**config.mk**
```make
export PLATFORM = sky130hd
export DESIGN_NAME = irq_apb_master_flat
export DESIGN_NICKNAME = d
export VERILOG_FILES = /design/src/rtl/irq_pkg.sv /design/src/rtl/irq_apb_master_if.sv /design/src/rtl/irq_apb_master_apb_write_engine.sv /design/src/rtl/irq_apb_master.sv /design/src/flat_wrapper.sv
export SDC_FILE = /design/constraint.sdc
export NUM_CORES = 1
export LEC_CHECK = 0
export ABC_AREA = 1
export ABC_CLOCK_PERIOD_IN_PS = 1860
export CORE_UTILIZATION = 39
export DETAILED_ROUTE_END_ITERATION = 10
export PLACE_DENSITY = 0.78
export SYNTH_ARGS = -nofsm -noshare
export SYNTH_HDL_FRONTEND = slang
export SYNTH_SLANG_ARGS = --single-unit
```
**constraint.sdc**
```tcl
create_clock -name pclk_i -period 1.86 [get_ports pclk_i]
set_input_delay 0.186 -clock pclk_i [delete_from_list [all_inputs] [get_ports pclk_i]]
set_output_delay 0.186 -clock pclk_i [all_outputs]
set_load 0.01 [all_outputs]
```
**src/rtl/irq_pkg.sv**
```systemverilog
// Shared definitions for the interrupt controller and its APB master: register map,
// source count and the master FSM state encoding.
package irq_pkg;

  localparam int unsigned NumSrc = 4;
  localparam int unsigned SrcW   = $clog2(NumSrc);
  localparam int unsigned ThrW   = 3;

  localparam logic [31:0] IrqClearAddr  = 32'd8;
  localparam logic [31:0] IrqThreshAddr = 32'd9;

  typedef enum logic [2:0] {
    StIdle,
    StHost,
    StSetup,
    StAccess,
    StHold
  } mst_state_e;

endpackage

```
**src/rtl/irq_apb_master_if.sv**
```systemverilog
// APB write-only bus between the interrupt master and the controller's slave port.
interface irq_apb_master_if;

  logic        psel;
  logic        penable;
  logic        pwrite;
  logic [31:0] paddr;
  logic [31:0] pwdata;
  logic        pready;
  logic        pslverr;

  modport master (
    output psel, penable, pwrite, paddr, pwdata,
    input  pready, pslverr
  );

  modport slave (
    input  psel, penable, pwrite, paddr, pwdata,
    output pready, pslverr
  );

endinterface

```
**src/rtl/irq_apb_master_apb_write_engine.sv**
```systemverilog
// APB write engine: drives SETUP/ACCESS from the master FSM phase, bounds ACCESS with a
// timeout counter and keeps the sticky error flag.
module irq_apb_master_apb_write_engine #(
  parameter int unsigned Timeout = 16
) (
  input  logic             pclk_i,
  input  logic             rst_n_i,
  input  logic             en_i,
  input  logic             load_i,
  input  logic [31:0]      addr_i,
  input  logic [31:0]      data_i,
  input  logic             setup_i,
  input  logic             access_i,
  input  logic             err_clr_i,
  output logic             done_o,
  output logic             err_o,
  irq_apb_master_if.master apb
);

  localparam int unsigned CntW = (Timeout > 1) ? $clog2(Timeout) : 1;

  logic [CntW-1:0] cnt_q, cnt_d;
  logic [31:0]     addr_q, data_q;
  logic            err_q, err_d;
  logic            timeout;

  assign timeout = access_i && !apb.pready && (cnt_q == CntW'(Timeout - 1));
  assign done_o  = en_i && access_i && (apb.pready || timeout);

  always_comb begin
    cnt_d = cnt_q;
    err_d = err_q;
    if (en_i) begin
      if (done_o) begin
        cnt_d = '0;
      end else if (access_i) begin
        cnt_d = cnt_q + CntW'(1);
      end
      if (err_clr_i) err_d = 1'b0;
      // A new error wins over a clear in the same cycle.
      if (done_o && (timeout || apb.pslverr)) err_d = 1'b1;
    end
  end

  always_ff @(posedge pclk_i or negedge rst_n_i) begin
    if (!rst_n_i) begin
      cnt_q  <= '0;
      err_q  <= 1'b0;
      addr_q <= '0;
      data_q <= '0;
    end else begin
      cnt_q <= cnt_d;
      err_q <= err_d;
      if (en_i && load_i) begin
        addr_q <= addr_i;
        data_q <= data_i;
      end
    end
  end

  assign apb.psel    = setup_i || access_i;
  assign apb.penable = access_i;
  assign apb.pwrite  = setup_i || access_i;
  assign apb.paddr   = addr_q;
  assign apb.pwdata  = data_q;
  assign err_o       = err_q;

endmodule

```
**src/rtl/irq_apb_master.sv**
```systemverilog
// CPU-side APB master for the 4-source interrupt controller: captures the source vector,
// clears it after host service and forwards host priority-threshold writes.
module irq_apb_master
  import irq_pkg::*;
#(
  parameter logic [31:0] ClearAddr  = IrqClearAddr,
  parameter logic [31:0] ThreshAddr = IrqThreshAddr,
  parameter int unsigned Timeout    = 16,
  parameter int unsigned Holdoff    = 3
) (
  input  logic             pclk_i,
  input  logic             rst_n_i,
  input  logic             enable_i,
  irq_apb_master_if.master apb,
  input  logic             interrupt_i,
  input  logic [SrcW-1:0]  irq_address_i,
  output logic             irq_valid_o,
  output logic [SrcW-1:0]  irq_vector_o,
  input  logic             irq_done_i,
  input  logic             thr_wr_i,
  input  logic [ThrW-1:0]  thr_data_i,
  output logic             thr_busy_o,
  output logic             err_o,
  input  logic             err_clr_i
);

  localparam int unsigned HoldW = (Holdoff > 1) ? $clog2(Holdoff) : 1;

  mst_state_e      state_q, state_d;
  logic [HoldW-1:0] hold_q, hold_d;
  logic            thr_pend_q, thr_pend_d;
  logic [ThrW-1:0] thr_data_q, thr_data_d;
  logic            irq_valid_q, irq_valid_d;
  logic [SrcW-1:0] irq_vec_q, irq_vec_d;
  logic            is_clear_q, is_clear_d;
  logic            load, done, thr_req;
  logic [31:0]     addr, data;
  logic [ThrW-1:0] thr_val;

  // A request arriving in the same cycle counts as pending so it still beats an interrupt.
  assign thr_req = thr_pend_q || thr_wr_i;
  assign thr_val = thr_pend_q ? thr_data_q : thr_data_i;

  always_comb begin
    state_d     = state_q;
    hold_d      = hold_q;
    thr_pend_d  = thr_pend_q;
    thr_data_d  = thr_data_q;
    irq_valid_d = irq_valid_q;
    irq_vec_d   = irq_vec_q;
    is_clear_d  = is_clear_q;
    load        = 1'b0;
    addr        = ThreshAddr;
    data        = 32'(thr_val);
    if (enable_i) begin
      if (thr_wr_i && !thr_pend_q) begin
        thr_pend_d = 1'b1;
        thr_data_d = thr_data_i;
      end
      unique case (state_q)
        StIdle: begin
          if (thr_req) begin
            load       = 1'b1;
            is_clear_d = 1'b0;
            state_d    = StSetup;
          end else if (interrupt_i) begin
            irq_vec_d   = irq_address_i;
            irq_valid_d = 1'b1;
            state_d     = StHost;
          end
        end
        StHost: begin
          if (irq_done_i) begin
            irq_valid_d = 1'b0;
            load        = 1'b1;
            addr        = ClearAddr;
            data        = 32'd1 << irq_vec_q;
            is_clear_d  = 1'b1;
            state_d     = StSetup;
          end
        end
        StSetup: state_d = StAccess;
        StAccess: begin
          if (done) begin
            if (is_clear_q) begin
              hold_d  = '0;
              state_d = (Holdoff > 0) ? StHold : StIdle;
            end else begin
              thr_pend_d = 1'b0;
              state_d    = StIdle;
            end
          end
        end
        StHold: begin
          if (hold_q == HoldW'(Holdoff - 1)) begin
            state_d = StIdle;
          end else begin
            hold_d = hold_q + HoldW'(1);
          end
        end
        default: state_d = StIdle;
      endcase
    end
  end

  always_ff @(posedge pclk_i or negedge rst_n_i) begin
    if (!rst_n_i) begin
      state_q     <= StIdle;
      hold_q      <= '0;
      thr_pend_q  <= 1'b0;
      thr_data_q  <= '0;
      irq_valid_q <= 1'b0;
      irq_vec_q   <= '0;
      is_clear_q  <= 1'b0;
    end else begin
      state_q     <= state_d;
      hold_q      <= hold_d;
      thr_pend_q  <= thr_pend_d;
      thr_data_q  <= thr_data_d;
      irq_valid_q <= irq_valid_d;
      irq_vec_q   <= irq_vec_d;
      is_clear_q  <= is_clear_d;
    end
  end

  irq_apb_master_apb_write_engine #(
    .Timeout (Timeout)
  ) u_engine (
    .pclk_i    (pclk_i),
    .rst_n_i   (rst_n_i),
    .en_i      (enable_i),
    .load_i    (load),
    .addr_i    (addr),
    .data_i    (data),
    .setup_i   (state_q == StSetup),
    .access_i  (state_q == StAccess),
    .err_clr_i (err_clr_i),
    .done_o    (done),
    .err_o     (err_o),
    .apb       (apb)
  );

  assign irq_valid_o  = irq_valid_q;
  assign irq_vector_o = irq_vec_q;
  assign thr_busy_o   = thr_pend_q;

endmodule

```
**src/flat_wrapper.sv**
```systemverilog
// flat-port wrapper written by rule: the top's interface ports become plain ports
module irq_apb_master_flat import irq_pkg::*;
#(
  parameter logic [31:0] ClearAddr  = IrqClearAddr,
  parameter logic [31:0] ThreshAddr = IrqThreshAddr,
  parameter int unsigned Timeout    = 16,
  parameter int unsigned Holdoff    = 3
)
  (pclk_i, rst_n_i, enable_i, interrupt_i, irq_address_i, irq_valid_o, irq_vector_o, irq_done_i, thr_wr_i, thr_data_i, thr_busy_o, err_o, err_clr_i, apb_psel, apb_penable, apb_pwrite, apb_paddr, apb_pwdata, apb_pready, apb_pslverr);
  irq_apb_master_if apb_i ();
  input  logic pclk_i;
  input  logic rst_n_i;
  input  logic enable_i;
  input  logic interrupt_i;
  input  logic [SrcW-1:0] irq_address_i;
  output logic irq_valid_o;
  output logic [SrcW-1:0] irq_vector_o;
  input  logic irq_done_i;
  input  logic thr_wr_i;
  input  logic [ThrW-1:0] thr_data_i;
  output logic thr_busy_o;
  output logic err_o;
  input  logic err_clr_i;
  output wire logic [$bits(apb_i.psel)-1:0] apb_psel;
  output wire logic [$bits(apb_i.penable)-1:0] apb_penable;
  output wire logic [$bits(apb_i.pwrite)-1:0] apb_pwrite;
  output wire logic [$bits(apb_i.paddr)-1:0] apb_paddr;
  output wire logic [$bits(apb_i.pwdata)-1:0] apb_pwdata;
  input wire logic [$bits(apb_i.pready)-1:0] apb_pready;
  input wire logic [$bits(apb_i.pslverr)-1:0] apb_pslverr;
  assign apb_psel = apb_i.psel;
  assign apb_penable = apb_i.penable;
  assign apb_pwrite = apb_i.pwrite;
  assign apb_paddr = apb_i.paddr;
  assign apb_pwdata = apb_i.pwdata;
  assign apb_i.pready = apb_pready;
  assign apb_i.pslverr = apb_pslverr;
  irq_apb_master #(.ClearAddr(ClearAddr), .ThreshAddr(ThreshAddr), .Timeout(Timeout), .Holdoff(Holdoff)) u_core (.pclk_i(pclk_i), .rst_n_i(rst_n_i), .enable_i(enable_i), .apb(apb_i), .interrupt_i(interrupt_i), .irq_address_i(irq_address_i), .irq_valid_o(irq_valid_o), .irq_vector_o(irq_vector_o), .irq_done_i(irq_done_i), .thr_wr_i(thr_wr_i), .thr_data_i(thr_data_i), .thr_busy_o(thr_busy_o), .err_o(err_o), .err_clr_i(err_clr_i));
endmodule
```
; ---- After elaboration in Yosys (flattened, before gate mapping)
; Cells that the tools add are included.
[word_totals]
ff_bits = 82
input_bits = 14
output_inout_bits = 72
word_cells = 93
[classes]
addsub = 2
eq_ne = 15
n_shift = 1
n_mux = 37
bitwise = 1
n_reduce_logical = 26
[op_table]
columns = operator, n
row1 = $mux 32, 5
row2 = $shl 1x2->32 const A, 1
row3 = $mux 3, 7
row4 = $mux 1, 15
row5 = $pmux 3 s5, 1
row6 = $reduce_and 5->1, 3
row7 = $mux 4, 2
row8 = $ne 2x1->1 const B, 4
row9 = $ne 2x2->1 const B, 4
row10 = $reduce_and 4->1, 2
row11 = $reduce_bool 2->1, 4
row12 = $logic_and 1x1->1, 7
row13 = $eq 3x2->1 const B, 2
row14 = $mux 2, 3
row15 = $pmux 1 s2, 3
row16 = $reduce_and 2->1, 3
row17 = $add 4x1->4 const B, 1
row18 = $eq 4x4->1 const B, 1
row19 = $logic_or 1x1->1, 4
row20 = $pmux 2 s2, 1
row21 = $eq 3x1->1 const B, 1
row22 = $eq 3x3->1 const B, 1
row23 = $logic_not 3->1, 1
row24 = $ne 3x2->1 const B, 1
row25 = other kinds (4), 5

; ---- Depth between registers and ports, before layout
[logic_depth]
depth_word = 8
depth_mapped = 9
ltp_nobuf = 9

; ---- By module
; A second synthesis with hierarchy kept.
[unflattened]
cells_unflattened = 286
hier_area_um2 = 3559.7
[by_module_without_submodules]
columns = module, instances, cells_per_inst, area_per_inst_um2
row1 = irq_apb_master_apb_write_engine, 1, 174, 2736.4
row2 = irq_apb_master, 1, 112, 823.3

; ---- Least setup slack after synthesis
; OpenSTA, ideal clock, no wires.
[synth_timing]
path_type = register -> register
from = register u_core.state_q[1]
to = register u_core.u_engine.addr_q[3], in the netlist u_core.u_engine.apb.paddr[3]
setup_time_ps = 124
t_arrival_ps = 1131
t_required_ps = 1736
slack_ps = 605
path_stages_with_launch = 6
synth_period_minus_slack_ps = 1255
cell_sequence = dfrtp_1 nor3_1 nand2_1 nand2_1 nor2_1 or2_1
[synth_via]
elab_chain_len = 4
[synth_lines]
columns = element, line_no
row1 = from (decl), irq_apb_master.sv:29  ; mst_state_e state_q, state_d;
row2 = from (signal assigned), irq_apb_master.sv:108  ; state_q <= StIdle;
row3 = from (signal assigned), irq_apb_master.sv:116  ; state_q <= state_d;
row4 = $eq 3x1->1 or $logic_not 3->1 (tied branches), irq_apb_master.sv:60  ; unique case (state_q)
row5 = $pmux 1 s2 *, irq_apb_master.sv:60
row6 = $mux 1 *, irq_apb_master.sv:55  ; if (enable_i) begin
row7 = $logic_and 1x1->1 *, irq_apb_master_apb_write_engine.sv:54  ; if (en_i && load_i) begin
row8 = to (signal assigned), irq_apb_master_apb_write_engine.sv:55  ; addr_q <= addr_i;
row9 = to (decl), irq_apb_master_apb_write_engine.sv:23  ; logic [31:0] addr_q, data_q;
; Every way passes the cells marked *; elsewhere a longest branch is shown, timed or not.
; A chain may end at the register's enable or synchronous reset.

; ---- Worst setup path in the final report
[layout_timing]
from = register u_core.state_q[2]
to = output port apb_penable
[layout_via]
elab_chain_len = 1
[layout_lines]
columns = element, line_no
row1 = $eq 3x2->1, irq_apb_master.sv:136  ; .access_i (state_q == StAccess),
row2 = to (decl), flat_wrapper.sv:25  ; output wire logic [$bits(apb_i.penable)-1:0] apb_penable;
; No other way between the ends.

==> summary.md <==
| Metric | Value |
|---|---|
| Status | `finished, final reports clean` |
| Max Cap Viol | `0` |
| Power per standard cell area | `1200 mW/mm^2` |
| DRC viols | `0` |
| First-pass GRT wire length | `4460 um` |
| # Post-CTS Setup Buffers | `0` |
| Sequential area share after synthesis | `34.9%` |
| P_sw | `0.000901 W` |
| Avg Inst Size Synth | `7.78 um^2` |
| Synthesis-to-layout area growth | `9.75%` |
| CP Class | `reg -> out` |
| Most used cell, CP | `inv_2` |
| Clk buf depth | `2` |
| Synth top area share | `34.9%` |
| Min-delay worst type | `in -> async` |
| Delay-heaviest family, CP | `buffers and inverters` |
| Critical-path cell list | `inv_2, nand3_4, inv_2, clkdlybuf4s50_1` |
| Int Power | `0.00136 W` |
| DP HPWL | `2350 um` |
| Root Buffer | `clkbuf_8` |
| Seq pwr share | `39.4%` |
| Flops & latches, synth | `24` |
| Worst setup EP type | `primary output` |
| Dpl ws | `241 ps` |
| Slowest stage cell, crit path | `clkdlybuf4s50_1` |
| GR Util met1 | `16.7%` |
| Vias per cell | `4.20` |
| WP buf/inv | `3` |
| GRT Resource Usage Total | `12.4%` |
| N_diodes | `0` |
| Largest net degree at the start of global routing | `25` |
| Share of cells above drive strength 1 | `8.37%` |
| Clock share of power | `15.6%` |
| Setup violators final | `0` |
| Unrepaired setup endpoints after global routing | `false` |
| Top-count cell post-synth | `buf_4` |
| Max FO, Critical Path | `7` |
| Crit path DAT | `1580 ps` |
| Fin Clk Skew | `4.21 ps` |
| Yosys top cell by area | `dfrtp_1` |
| Core Area | `0.00412 mm^2` |
| Achievable Freq | `566 MHz` |
| Clock transition at path regs | `80 ps` |
| Die ar. | `0.00468 mm^2` |
| Drt total wl | `2820 um` |
| Setup TNS Final | `0 ps` |
| Die height | `68.4 um` |
| Overall Power | `0.00226 W` |
| GRT overflow | `0` |
| Antenna Violating Nets Remaining | `0` |
| Number of global-route vias before repair | `1,056` |
| Slew Limit Fails | `0` |
| Via count | `1,263` |
| Die Span X | `68.4 um` |
| Crit-path max cell delay | `540 ps` |
| Tcrit/Tclk final | `94.9%` |
| Finished Cell Area | `0.00189 mm^2` |
| Row cnt | `23` |
| Leakage | `0.991 nW` |
| Ys flop type | `dfrtp_1` |
| Grt met2 use | `20.8%` |
| Comb power frac | `45.0%` |
| Gpl congestion | `0.891` |
| Latest clock arrival within the worst-skew pair | `270 ps` |
| Post-route setup slack | `94.6 ps` |
| Synthesized instance count | `221` |
| Initial antenna violation count | `0` |
| Clock Sinks | `24` |
| # IOs | `86` |
| Post-synth EDFFs | `0` |
| I/O Buffers | `27` |
| YS warnings | `0` |
| Worst VDD drop | `0.488 mV` |
| Crit path time final | `1770 ps` |
| Netlist cell types | `24` |
| DR iter-0 viols | `42` |
| Met3 Use GR | `2.67%` |
| Synthesized area | `0.00172 mm^2` |
| DR pass1 iterations | `4` |
| Asr flop ratio synth | `100%` |
| CTS tree | `done` |
| Synth top area cells | `dfrtp_1, buf_4, nand2_1, nand3_1, nor2_1` |
| Top post-synthesis cells by count | `buf_4, nand2_1, dfrtp_1` |
| Htree depth | `1` |
| Initial Utilization | `41.8%` |
| CTS Buf Count | `3` |
| NumNets Final | `268` |
| CP startpoint kind | `register` |
| Gr busiest metal | `met2` |
| Sw Share | `39.8%` |
| DR WL/cell | `9.38 um` |
| DP Area | `0.00183 mm^2` |
| Worst Path Required | `1670 ps` |
| Final hold violations | `0` |
==> stage by stage <==
step	utilization [%]	std cells	hold WS (ps)
floorplan	-	278	-110
CTS	45.8	301	283
global placement	44.5	297	455
global route	45.9	301	301
finish	45.9	301	267
detailed placement	44.5	297	459
==> worst register-to-register path, delay by kind of cell, from the launching register on <==
family           cells  cell delay, ps
AND/OR/NAND/NOR      3             810
flip-flops           1             470
AO/OA/AOI/OAI        1             170
==> sequential cells by signal, summed over array words and instances, names as in the netlist, 2 cells and up <==
register                    flops
u_core.irq_vector_o             2
u_core.state_q                  3
u_core.u_engine.apb.paddr       2
u_core.u_engine.cnt_q           4
u_core.thr_data_q               3
u_core.hold_q                   2
u_core.u_engine.apb.pwdata      4
==> what timing repair did <==
item	in CTS	in global routing
gates resized for setup	0	1
hold buffers	0	0
setup endpoints to repair	0	1
endpoints found under the hold margin	0	0
==> cell usage in the layout (no fill, tap or decap) <==
cell,n
nand2_4,2
nor2_2,2
nor3_1,1
nand3_1,17
buf_4,1
dfrtp_2,1
nand2_1,39
nand2_2,3
clkdlybuf4s50_1,27
nor2_1,20
nand4_1,3
ha_1,2
mux2_2,2
o21bai_1,1
clkbuf_8,4
dfrtp_1,23
conb_1,58
nor2_8,1
o22ai_1,1
nand3_4,1
inv_1,18
a21oi_1,3
nor3_2,1
o21ai_1,2
inv_2,3
o21ai_0,14
or2_1,1
==> final cells by class <==
cell class                      count  area (um^2)
Fill cell                         412         2230
Multi-Input combinational cell    174          812
Sequential cell                    24          602
Timing Repair Buffer               28          278
Inverter                           21         78.8
Tap cell                           50         62.6
Clock buffer                        4         55.1
==> worst paths after layout <==
check / from / endpoint / slack [ps] / cells past startpoint
max in group asynchronous: rst_n_i / u_core.state_q[2]$_DFFE_PN0P_ / 1350 / 2
min reg2reg: u_core.u_engine.apb.paddr[3]$_DFFE_PN0P_ / u_core.u_engine.apb.paddr[3]$_DFFE_PN0P_ / 470 / 1
max reg2reg: u_core.state_q[1]$_DFFE_PN0P_ / u_core.is_clear_q$_DFFE_PN0P_ / 340 / 4
min in group pclk_i: u_core.u_engine.apb.paddr[3]$_DFFE_PN0P_ / u_core.u_engine.apb.paddr[3]$_DFFE_PN0P_ / 470 / 1
max: u_core.state_q[2]$_DFFE_PN0P_ / apb_penable / 90 / 4
min: rst_n_i / u_core.state_q[0]$_DFFE_PN0P_ / 270 / 2
==> per-layer routing <==
metal | up-vias | wire, um
met1 | 556 | 1300
li1 | 643 | -
met3 | 2 | 176
met2 | 62 | 1330
met4 | 0 | 14
met5 | - | 0
==> power by group through the flow <==
stage / combinational [W] / sequential (W) / clock, W
floorplan: 0.000699 / 0.000911 / 0
global placement: 0.00100 / 0.000899 / 0
detailed placement: 0.00102 / 0.000901 / 0
CTS: 0.00103 / 0.000895 / 0.000360
global route: 0.00115 / 0.000916 / 0.000382
finish: 0.00102 / 0.000892 / 0.000353
==> logic make-up after synthesis <==
family          after synthesis  synth area share [%]
simple gates                 91                  25.5
buf+inv                      80                  30.3
flops                        24                  34.9
compound gates               21                  6.33
mux                           2                  1.31
fa+ha+maj                     2                  1.45
other cells                   1                 0.218
No activity file was read; power rests on OpenSTA's default activity.
